### config.mk
export PLATFORM = sky130hd
export DESIGN_NAME = spi_master_seq
export DESIGN_NICKNAME = d
export VERILOG_FILES = /design/src/rtl/spi_master_seq_pkg.sv /design/src/rtl/spi_master_seq_frame_shifter.sv /design/src/rtl/spi_master_seq.sv
export SDC_FILE = /design/constraint.sdc
export NUM_CORES = 1
export LEC_CHECK = 0
export CAP_MARGIN = 40
export CORE_MARGIN = 1
export CORE_UTILIZATION = 49
export DETAILED_ROUTE_END_ITERATION = 7
export MAX_ROUTING_LAYER = met4
export PLACE_DENSITY = 0.75
export RECOVER_POWER = 50
export SYNTH_ARGS = -nofsm -noshare
export SYNTH_HDL_FRONTEND = slang
export SYNTH_HIERARCHICAL = 1
export SYNTH_SLANG_ARGS = --single-unit
### constraint.sdc
create_clock -name clk -period 1.9 [get_ports clk]
set_input_delay 0.19 -clock clk [delete_from_list [all_inputs] [get_ports clk]]
set_output_delay 0.19 -clock clk [all_outputs]
set_load 0.1 [all_outputs]
### src/rtl/spi_master_seq_pkg.sv
// Shared definitions for the SPI RAM wrapper master sequencer:
// command codes, sequencer states, frame geometry and a frame builder.
package spi_master_seq_pkg;

   localparam int FRAME_W = 10;
   localparam int DATA_W  = 8;
   localparam int CNT_W   = 4;

   // Two-bit command prefix understood by the wrapper.
   typedef enum logic [1:0] {
      WR_ADDR = 2'b00,
      WR_DATA = 2'b01,
      RD_ADDR = 2'b10,
      RD_DATA = 2'b11
   } cmd_e;

   // Sequencer states.
   typedef enum logic [2:0] {
      ST_IDLE    = 3'd0,
      ST_SEL     = 3'd1,
      ST_SHIFT   = 3'd2,
      ST_GAP     = 3'd3,
      ST_RD_WAIT = 3'd4,
      ST_RD_RX   = 3'd5,
      ST_DONE    = 3'd6
   } state_e;

   // A frame is the command prefix followed by the 8-bit payload.
   function automatic logic [FRAME_W-1:0] make_frame(input cmd_e cmd,
                                                     input logic [DATA_W-1:0] payload);
      return {cmd, payload};
   endfunction

endpackage

### src/rtl/spi_master_seq_frame_shifter.sv
// Parallel-load, MSB-first frame shift register for the MOSI path.
// o_msb is the bit currently presented; o_done flags the shift of the last bit.
module spi_frame_shifter
   import spi_master_seq_pkg::*;
(
   input  logic               clk,
   input  logic               rst_n,
   input  logic               i_load,
   input  logic [FRAME_W-1:0] i_data,
   input  logic               i_shift,
   output logic               o_msb,
   output logic               o_done
);

   localparam logic [CNT_W-1:0] LAST_BIT = CNT_W'(FRAME_W - 1);

   logic [FRAME_W-1:0] r_sh;
   logic [CNT_W-1:0]   r_cnt;

   // Load a new frame, or move the next bit up to the MSB and count it.
   always_ff @(posedge clk or negedge rst_n) begin
      if (!rst_n) begin
         r_sh  <= '0;
         r_cnt <= '0;
      end else if (i_load) begin
         r_sh  <= i_data;
         r_cnt <= '0;
      end else if (i_shift) begin
         r_sh  <= {r_sh[FRAME_W-2:0], 1'b0};
         r_cnt <= r_cnt + 4'd1;
      end else begin
         r_sh  <= r_sh;
         r_cnt <= r_cnt;
      end
   end

   assign o_msb  = r_sh[FRAME_W-1];
   assign o_done = i_shift && (r_cnt == LAST_BIT);

endmodule

### src/rtl/spi_master_seq.sv
// Master-side sequencer for the SPI RAM wrapper. Each accepted host request
// becomes an atomic address-frame / data-frame pair on SS_n/MOSI; reads then
// wait RD_LAT cycles and shift 8 bits of MISO in, MSB first.
// All pin-level outputs are registered from the current state, so they trail
// the state register by one cycle.
module spi_master_seq
   import spi_master_seq_pkg::*;
#(
   parameter int GAP_CYC = 1,
   parameter int RD_LAT  = 2
) (
   input  logic              clk,
   input  logic              rst_n,
   input  logic              req_valid,
   output logic              req_ready,
   input  logic              req_rd,
   input  logic [DATA_W-1:0] req_addr,
   input  logic [DATA_W-1:0] req_wdata,
   output logic              resp_valid,
   output logic [DATA_W-1:0] resp_rdata,
   output logic              busy,
   output logic              SS_n,
   output logic              MOSI,
   input  logic              MISO
);

   localparam logic [CNT_W-1:0] GAP_LAST  = CNT_W'(GAP_CYC - 1);
   localparam logic [CNT_W-1:0] WAIT_LAST = CNT_W'(RD_LAT - 1);
   localparam logic [CNT_W-1:0] RX_LAST   = CNT_W'(DATA_W - 1);

   state_e              r_state;
   state_e              w_next_state;
   logic [CNT_W-1:0]    r_cnt;
   logic                r_second;
   logic                r_is_rd;
   logic [FRAME_W-1:0]  r_frame2;
   logic [DATA_W-1:0]   r_rx;
   logic [DATA_W-1:0]   r_rdata;
   logic                r_ss_n;
   logic                r_mosi;
   logic                r_resp_valid;
   logic                r_req_ready;
   logic                r_busy;

   logic                w_accept;
   logic                w_load;
   logic [FRAME_W-1:0]  w_load_data;
   logic                w_shift;
   logic                w_msb;
   logic                w_done;
   logic                w_ss_n_d;
   logic                w_mosi_d;

   assign w_accept = req_valid && r_req_ready && (r_state == ST_IDLE);

   spi_frame_shifter u_shifter (
      .clk     (clk),
      .rst_n   (rst_n),
      .i_load  (w_load),
      .i_data  (w_load_data),
      .i_shift (w_shift),
      .o_msb   (w_msb),
      .o_done  (w_done)
   );

   // State register.
   always_ff @(posedge clk or negedge rst_n) begin
      if (!rst_n) begin
         r_state <= ST_IDLE;
      end else begin
         r_state <= w_next_state;
      end
   end

   // Next-state logic; the second frame always follows the first via GAP.
   always_comb begin
      w_next_state = r_state;
      case (r_state)
         ST_IDLE: begin
            if (w_accept) w_next_state = ST_SEL;
            else          w_next_state = ST_IDLE;
         end
         ST_SEL: begin
            w_next_state = ST_SHIFT;
         end
         ST_SHIFT: begin
            if (!w_done)       w_next_state = ST_SHIFT;
            else if (!r_second) w_next_state = ST_GAP;
            else if (r_is_rd)   w_next_state = ST_RD_WAIT;
            else                w_next_state = ST_DONE;
         end
         ST_GAP: begin
            if (r_cnt == GAP_LAST) w_next_state = ST_SEL;
            else                   w_next_state = ST_GAP;
         end
         ST_RD_WAIT: begin
            if (r_cnt == WAIT_LAST) w_next_state = ST_RD_RX;
            else                    w_next_state = ST_RD_WAIT;
         end
         ST_RD_RX: begin
            if (r_cnt == RX_LAST) w_next_state = ST_DONE;
            else                  w_next_state = ST_RD_RX;
         end
         ST_DONE: begin
            w_next_state = ST_IDLE;
         end
         default: begin
            w_next_state = ST_IDLE;
         end
      endcase
   end

   // Shifter control: the address frame is built straight from the host
   // inputs on acceptance, the data frame comes from the latched copy.
   always_comb begin
      w_load      = 1'b0;
      w_load_data = r_frame2;
      if (w_accept) begin
         w_load      = 1'b1;
         w_load_data = make_frame(req_rd ? RD_ADDR : WR_ADDR, req_addr);
      end else if ((r_state == ST_GAP) && (w_next_state == ST_SEL)) begin
         w_load      = 1'b1;
         w_load_data = r_frame2;
      end else begin
         w_load      = 1'b0;
         w_load_data = r_frame2;
      end
      w_shift = (r_state == ST_SHIFT);
   end

   // Per-state cycle counter, restarted from zero on every state change.
   always_ff @(posedge clk or negedge rst_n) begin
      if (!rst_n) begin
         r_cnt <= '0;
      end else if (w_next_state != r_state) begin
         r_cnt <= '0;
      end else begin
         r_cnt <= r_cnt + 4'd1;
      end
   end

   // Latch the request at acceptance and track which frame of the pair is active.
   always_ff @(posedge clk or negedge rst_n) begin
      if (!rst_n) begin
         r_is_rd  <= 1'b0;
         r_frame2 <= '0;
         r_second <= 1'b0;
      end else if (w_accept) begin
         r_is_rd  <= req_rd;
         r_frame2 <= make_frame(req_rd ? RD_DATA : WR_DATA,
                                req_rd ? 8'h00 : req_wdata);
         r_second <= 1'b0;
      end else if ((r_state == ST_GAP) && (w_next_state == ST_SEL)) begin
         r_second <= 1'b1;
      end else begin
         r_second <= r_second;
      end
   end

   // Read-data capture: MISO shifted in MSB first while in RD_RX.
   always_ff @(posedge clk or negedge rst_n) begin
      if (!rst_n) begin
         r_rx <= '0;
      end else if (r_state == ST_RD_RX) begin
         r_rx <= {r_rx[DATA_W-2:0], MISO};
      end else begin
         r_rx <= r_rx;
      end
   end

   // Pin-level values for the current state, registered below.
   always_comb begin
      w_ss_n_d = 1'b1;
      w_mosi_d = 1'b0;
      case (r_state)
         ST_SEL, ST_SHIFT: begin
            w_ss_n_d = 1'b0;
            w_mosi_d = w_msb;
         end
         ST_RD_WAIT, ST_RD_RX: begin
            w_ss_n_d = 1'b0;
            w_mosi_d = 1'b0;
         end
         ST_IDLE, ST_GAP, ST_DONE: begin
            w_ss_n_d = 1'b1;
            w_mosi_d = 1'b0;
         end
         default: begin
            w_ss_n_d = 1'b1;
            w_mosi_d = 1'b0;
         end
      endcase
   end

   // Registered outputs; reset releases the bus (SS_n high) immediately.
   always_ff @(posedge clk or negedge rst_n) begin
      if (!rst_n) begin
         r_ss_n       <= 1'b1;
         r_mosi       <= 1'b0;
         r_resp_valid <= 1'b0;
         r_rdata      <= '0;
         r_req_ready  <= 1'b0;
         r_busy       <= 1'b0;
      end else begin
         r_ss_n       <= w_ss_n_d;
         r_mosi       <= w_mosi_d;
         r_resp_valid <= (r_state == ST_DONE);
         r_rdata      <= ((r_state == ST_DONE) && r_is_rd) ? r_rx : r_rdata;
         r_req_ready  <= (w_next_state == ST_IDLE);
         r_busy       <= (w_next_state != ST_IDLE);
      end
   end

   assign SS_n       = r_ss_n;
   assign MOSI       = r_mosi;
   assign resp_valid = r_resp_valid;
   assign resp_rdata = r_rdata;
   assign req_ready  = r_req_ready;
   assign busy       = r_busy;

endmodule
==> flow_summary.toml, run 1 <==
[logic_synthesis]
seq_area_frac_synth_pct = 52.7
synth_nets = 237
netlist_area_um2 = 2520
synth_compound_area_share_pct = 9.29
synth-async-reset-ratio_pct = 100
synth_xor_area_share_pct = 1.74
ys_warn_count = 6
avgSynthCellArea_um2 = 11.9
synth-seq-cells = 53
synth_top_family_by_area = "simple AND/OR/NAND/NOR gates"
synth_edf_count = 0
ys_types = 44
syn_inst = 211
synth-main-ff-cell = "dfrtp_1"
synth-simple-area-share_pct = 16.8
synthMuxAreaShare_pct = 12.5
synth_fa_ha_area_share_pct = 2.48

[timing]
setup_slack_ns = 0.127
hold_slack_ns = 0.470
maxSlewViolCount = 0
worstMarginPinSlew_ns = 0.984
relSlewSlack_pct = 34.4
fin_crit_ns = 1.77
hold_viol_final = 0
fmax_mhz = 564
period_share_pct = 93.3
skew_ns = 0.00394
setup_viol = 0

[drt]
wl_um = 4370
vias_per_cell = 5.05
routedWlPerCell_um = 13.6
ant_nets = 0
drt_iter0_drc = 133
dr.pass1.iters = 4
drc = 0
num_vias = 1616

[run_status]
status = "complete, no violations"

[layout]
area_growth_pct = 18.5
layout_commonest_cell = "dfrtp_1"
final_util_pct = 61.6
mostFrequentLayoutCells = "dfrtp_1, nand2_1, clkdlybuf4s50_1, buf_4"
nets = 278
layout-drive-gt1-share_pct = 24.5
fin_area_um2 = 2990
instances_no_fill = 320
antennaDiodeCount = 0

[critical_path]
startpoint_type = "register"
required_ns = 2.08
critPathArrivalTime_ns = 1.95
path_max_fanout = 5
worstSetupPathType = "reg -> reg"
end_kind = "register"

[pwr]
ir_worst_vdd_mv = 0.819
internal_power_mw = 2.46
cellPowerDensity_nw_per_um2 = 1380
combPwrFrac_pct = 42.4
p_clk_share_pct = 15.0
power.switching_mw = 1.65
power_leakage_nw = 1.48
sw_frac_of_total_pct = 40.2
p_seq_share_pct = 42.7

[placement]
pre_cts_slack_ns = 0.139
place_area_um2 = 2890
portBuffers = 33
dp.final_hpwl_um = 3110
dp.cells = 310
place_congestion = 0.847

[floorplan]
die_w_um = 73.7
ios = 34
die-area_um2 = 5430
start_util_pct = 52.0
rows = 25
die_h_um = 73.7
core_um2 = 4850

[clocking]
htree_levels = 2
insertion_delay_ns = 0.30
clkSinkCount = 53
cts_tree = "done"
root_buffer = "clkbuf_8"
clkTransAtPathRegs_ns = 0.09
cts_buffer_depth = 2
cts_made_buffers = 5

[global_route]
antenna_found_initial = 0
grt_overflow = 0
grt_pass1_vias = 1620
grt_pass1_wl_um = 7310
grt_max_degree = 37
track_usage_pct = 18.6

[run]
maxCapViolations = 0

[hold_path]
hp-class = "reg -> reg"
-- power by group through the flow --
stage / registers [mW] / clock network [mW] / logic (mW)
6_report: 1.75 / 0.616 / 1.74
3_3_place_gp: 1.76 / 0 / 1.72
5_1_grt: 1.80 / 0.679 / 1.93
3_5_place_dp: 1.77 / 0 / 1.75
2_1_floorplan: 2.02 / 0 / 1.20
4_1_cts: 1.75 / 0.634 / 1.76
-- cell type report --
type,instances,area (µm²)
Fill cell,399,1860
Sequential cell,53,1330
Multi-Input combinational cell,142,1090
Timing Repair Buffer,44,378
Tap cell,67,83.8
Clock buffer,7,76.3
Inverter,6,22.5
Clock inverter,1,7.51
-- per-layer routing --
layer / track usage (%) / up-vias / part of all wire (%)
met3: 4.66 / 7 / 4.4
met5: - / - / 0
met1: 24.8 / 771 / 50
met4: 6.62 / 0 / 1.4
li1: - / 806 / -
met2: 27.6 / 32 / 44
-- kinds of logic after synthesis --
family          count (synthesis)
compound gates                 31
xor+xnor                        5
fa+ha+maj                       5
buf+inv                        16
flops                          53
mux                            26
simple gates                   75
-- cell usage after synthesis, types with 2 or more instances --
cell	instances	share of area [%]
o21ai_1	3	0.60
a21oi_1	2	0.40
nor3b_2	2	0.99
nor2b_1	5	1.2
buf_2	5	0.99
nor2_1	7	1.0
inv_1	6	0.89
nand2_1	40	6.0
a21o_1	2	0.60
mux2_4	9	5.4
nand2b_1	2	0.50
buf_6	4	1.8
ha_1	5	2.5
xnor2_1	3	1.0
and3b_1	2	0.70
a22o_1	9	3.1
o21ai_0	8	1.6
xor2_1	2	0.70
nand3_1	4	0.79
mux2i_1	9	3.6
mux2_2	8	3.6
dfrtp_1	52	52
-- worst paths after layout --
check	startpoint	end	slack, ns	cells after the start
worst max-delay path	r_state[0]$_DFF_PN0_	r_cnt[1]$_DFF_PN0_	0.13	6
worst min-delay path	r_frame2[8]$_DFFE_PN0N_	r_frame2[8]$_DFFE_PN0N_	0.47	1
worst max register to register	r_state[0]$_DFF_PN0_	r_cnt[1]$_DFF_PN0_	0.13	6
worst min register to register	r_frame2[8]$_DFFE_PN0N_	r_frame2[8]$_DFFE_PN0N_	0.47	1
max in group asynchronous	rst_n	SS_n$_DFF_PN1_	0.56	3
min in group asynchronous	rst_n	resp_rdata[5]$_DFFE_PN0P_	0.56	2
-- worst max-delay path, stage by stage, from the launching register on --
cell and delay, ns:
dfrtp_2 0.47, nor3b_4 0.20, and4b_2 0.29, a21o_1 0.12
a21oi_1 0.07, o311ai_2 0.40, nor2_1 0.10
-- per-stage QoR --
step | power, mW | TNS [ns]
2_1_floorplan | 3.21 | -0.241
3_3_place_gp | 3.48 | 0
3_5_place_dp | 3.52 | 0
4_1_cts | 4.14 | 0
5_1_grt | 4.40 | -0.000775
6_report | 4.11 | 0
-- flip-flops by register name, indices dropped and copies added, names as in the netlist, 3 cells and up --
register	cells
u_shifter/r_cnt	4
r_state	3
r_frame2	9
r_cnt	4
resp_rdata	8
r_rx	8
u_shifter/r_sh	10
-- what timing repair did --
action                                 CTS  global route
endpoints found under the hold margin   17             0
setup endpoints to repair                0             1
hold buffers                             1             0
buffers inserted                         0             1
resized for setup                        0             2
Power figures use the tool's default switching activity.
==> run 2, diff against run 1 <==
--- a/config.mk
+++ b/config.mk
@@ -7,10 +7,10 @@
 export LEC_CHECK = 0
 export CAP_MARGIN = 40
 export CORE_MARGIN = 1
-export CORE_UTILIZATION = 49
+export CORE_UTILIZATION = 54
 export DETAILED_ROUTE_END_ITERATION = 7
 export MAX_ROUTING_LAYER = met4
-export PLACE_DENSITY = 0.75
+export PLACE_DENSITY = 0.84
 export RECOVER_POWER = 50
 export SYNTH_ARGS = -nofsm -noshare
 export SYNTH_HDL_FRONTEND = slang
==> constraint.sdc (replaced) <==
create_clock -name clk -period 1.7 [get_ports clk]
set_input_delay 0.17 -clock clk [delete_from_list [all_inputs] [get_ports clk]]
set_output_delay 0.17 -clock clk [all_outputs]
set_load 0.1 [all_outputs]
==> flow_summary.toml, run 2 (synthesis results as in run 1) <==
[critical_path]
worstSetupPathType = "reg -> reg"
cp_top_family = "compound AO/OA/AOI/OAI gates"
crit_path_top_delay_cell = "dfrtp_1"
critPathArrivalTime_ns = 1.86
required_ns = 1.93
path_buf_inv = 1
cpPeakStageDelay_ns = 0.39
rrSetupSlack_ns = 0.07
path_max_fanout = 4
end_kind = "register"
worstPathCellList = "ha_1 -> and4b_2 -> buf_4 -> a32oi_4 -> o311ai_4 -> nor2_1"
startpoint_type = "register"

[layout]
layout_commonest_cell = "dfrtp_1"
area_growth_pct = 22.8
mostFrequentLayoutCells = "dfrtp_1, nand2_1, buf_4, clkdlybuf4s50_1"
fill_cells = 318
instances_no_fill = 308
nets = 282
antennaDiodeCount = 0
fin_area_um2 = 3090
reg_top3 = "u_shifter/r_sh x10, r_frame2 x9"
layout-drive-gt1-share_pct = 27.7
largest-register = "u_shifter/r_sh"
largest_register_ffs = 10

[drt]
vias_per_cell = 5.35
routedWlPerCell_um = 15.1
ant_nets = 0
num_vias = 1648
drc = 0
drt_iter0_drc = 78
dr.pass1.iters = 4
wl_um = 4650

[timing]
period_share_pct = 95.8
maxSlewViolCount = 0
relSlewSlack_pct = 53.9
skew_ns = 0.00827
fmax_mhz = 614
setup_viol = 0
worstMarginPinSlew_ns = 0.691
setup-tns-final_ns = 0
setup_slack_ns = 0.0716
hold_viol_final = 0
rsz0062_at_grt = "yes"
fin_crit_ns = 1.63

[pwr]
internal_power_mw = 2.99
p_clk_share_pct = 14.4
p_seq_share_pct = 39.1
cellPowerDensity_nw_per_um2 = 1600
finalPower_mw = 4.94
ir_worst_vdd_mv = 0.732
power.switching_mw = 1.95
power_leakage_nw = 1.53
sw_frac_of_total_pct = 39.5
combPwrFrac_pct = 46.5

[clocking]
cts_made_buffers = 5
insertion_delay_ns = 0.31
clkTransAtPathRegs_ns = 0.09
cts_tree = "done"
root_buffer = "clkbuf_8"
htree_levels = 2
clkSinkCount = 53
cts_buffer_depth = 2

[run]
maxCapViolations = 0

[placement]
portBuffers = 33
dp.final_hpwl_um = 3280
pre_cts_slack_ns = 0.0529
dp.cells = 299
place_area_um2 = 2960
place_congestion = 0.826

[global_route]
grt_max_degree = 54
track_usage_pct = 20.5
grt_pass1_wl_um = 7690
grt_pass1_vias = 1744
grt_overflow = 0
antenna_found_initial = 0

[floorplan]
core_um2 = 4410
rows = 24
ios = 34
start_util_pct = 57.1
die_w_um = 70.3
die_h_um = 70.3
die-area_um2 = 4940

[hold_path]
hp-class = "in -> reg"

[run_status]
status = "complete, no violations"
[run 2: per-stage QoR]
stage	hold slack [ns]	util (%)
2_1_floorplan	-0.126	-
3_3_place_gp	0.178	67.0
3_5_place_dp	0.184	67.0
4_1_cts	0.386	69.2
5_1_grt	0.465	70.1
6_report	0.464	70.1
[run 2: cell type report]
type,count,area [µm²],area share (%)
Clock buffer,6,82.6,2.67
Multi-Input combinational cell,142,1120,36.3
Inverter,6,22.5,0.728
Timing Repair Buffer,48,465,15.0
Sequential cell,53,1330,42.9
Tap cell,52,65.1,2.10
Clock inverter,1,7.51,0.243
[run 2: power groups by stage]
stage	Clock (mW)	Sequential [mW]	Combinational, mW
2_1_floorplan	0	2.25	1.34
3_3_place_gp	0	1.93	2.13
3_5_place_dp	0	1.95	2.20
4_1_cts	0.728	1.92	2.21
5_1_grt	0.768	1.97	2.51
6_report	0.713	1.93	2.30
[run 2: repair_timing]
item / CTS / global route
hold buffers: 1 / 0
endpoints found under the hold margin: 52 / 0
resized for setup: 0 / 9
buffers inserted: 0 / 1
setup endpoints to repair: 0 / 22
[run 2: path summary, 6_finish.rpt]
path	cells past startpoint	from	end
worst max register to register	6	u_shifter/r_cnt[0]$_DFFE_PN0P_	r_cnt[2]$_DFF_PN0_
worst min register to register	1	r_frame2[8]$_DFFE_PN0N_	r_frame2[8]$_DFFE_PN0N_
worst max-delay path	6	u_shifter/r_cnt[0]$_DFFE_PN0P_	r_cnt[2]$_DFF_PN0_
min in group asynchronous	3	rst_n	resp_rdata[6]$_DFFE_PN0P_
max in group asynchronous	3	rst_n	req_ready$_DFF_PN0_
worst min-delay path	2	req_wdata[2]	r_frame2[2]$_DFFE_PN0N_
[run 2: layer usage]
layer | routed length (µm) | global-route usage, % | up-vias
li1 | - | - | 815
met1 | 2210 | 26.9 | 798
met2 | 2200 | 31.6 | 27
met3 | 162 | 3.90 | 8
met5 | 0 | - | -
met4 | 76 | 8.22 | 0
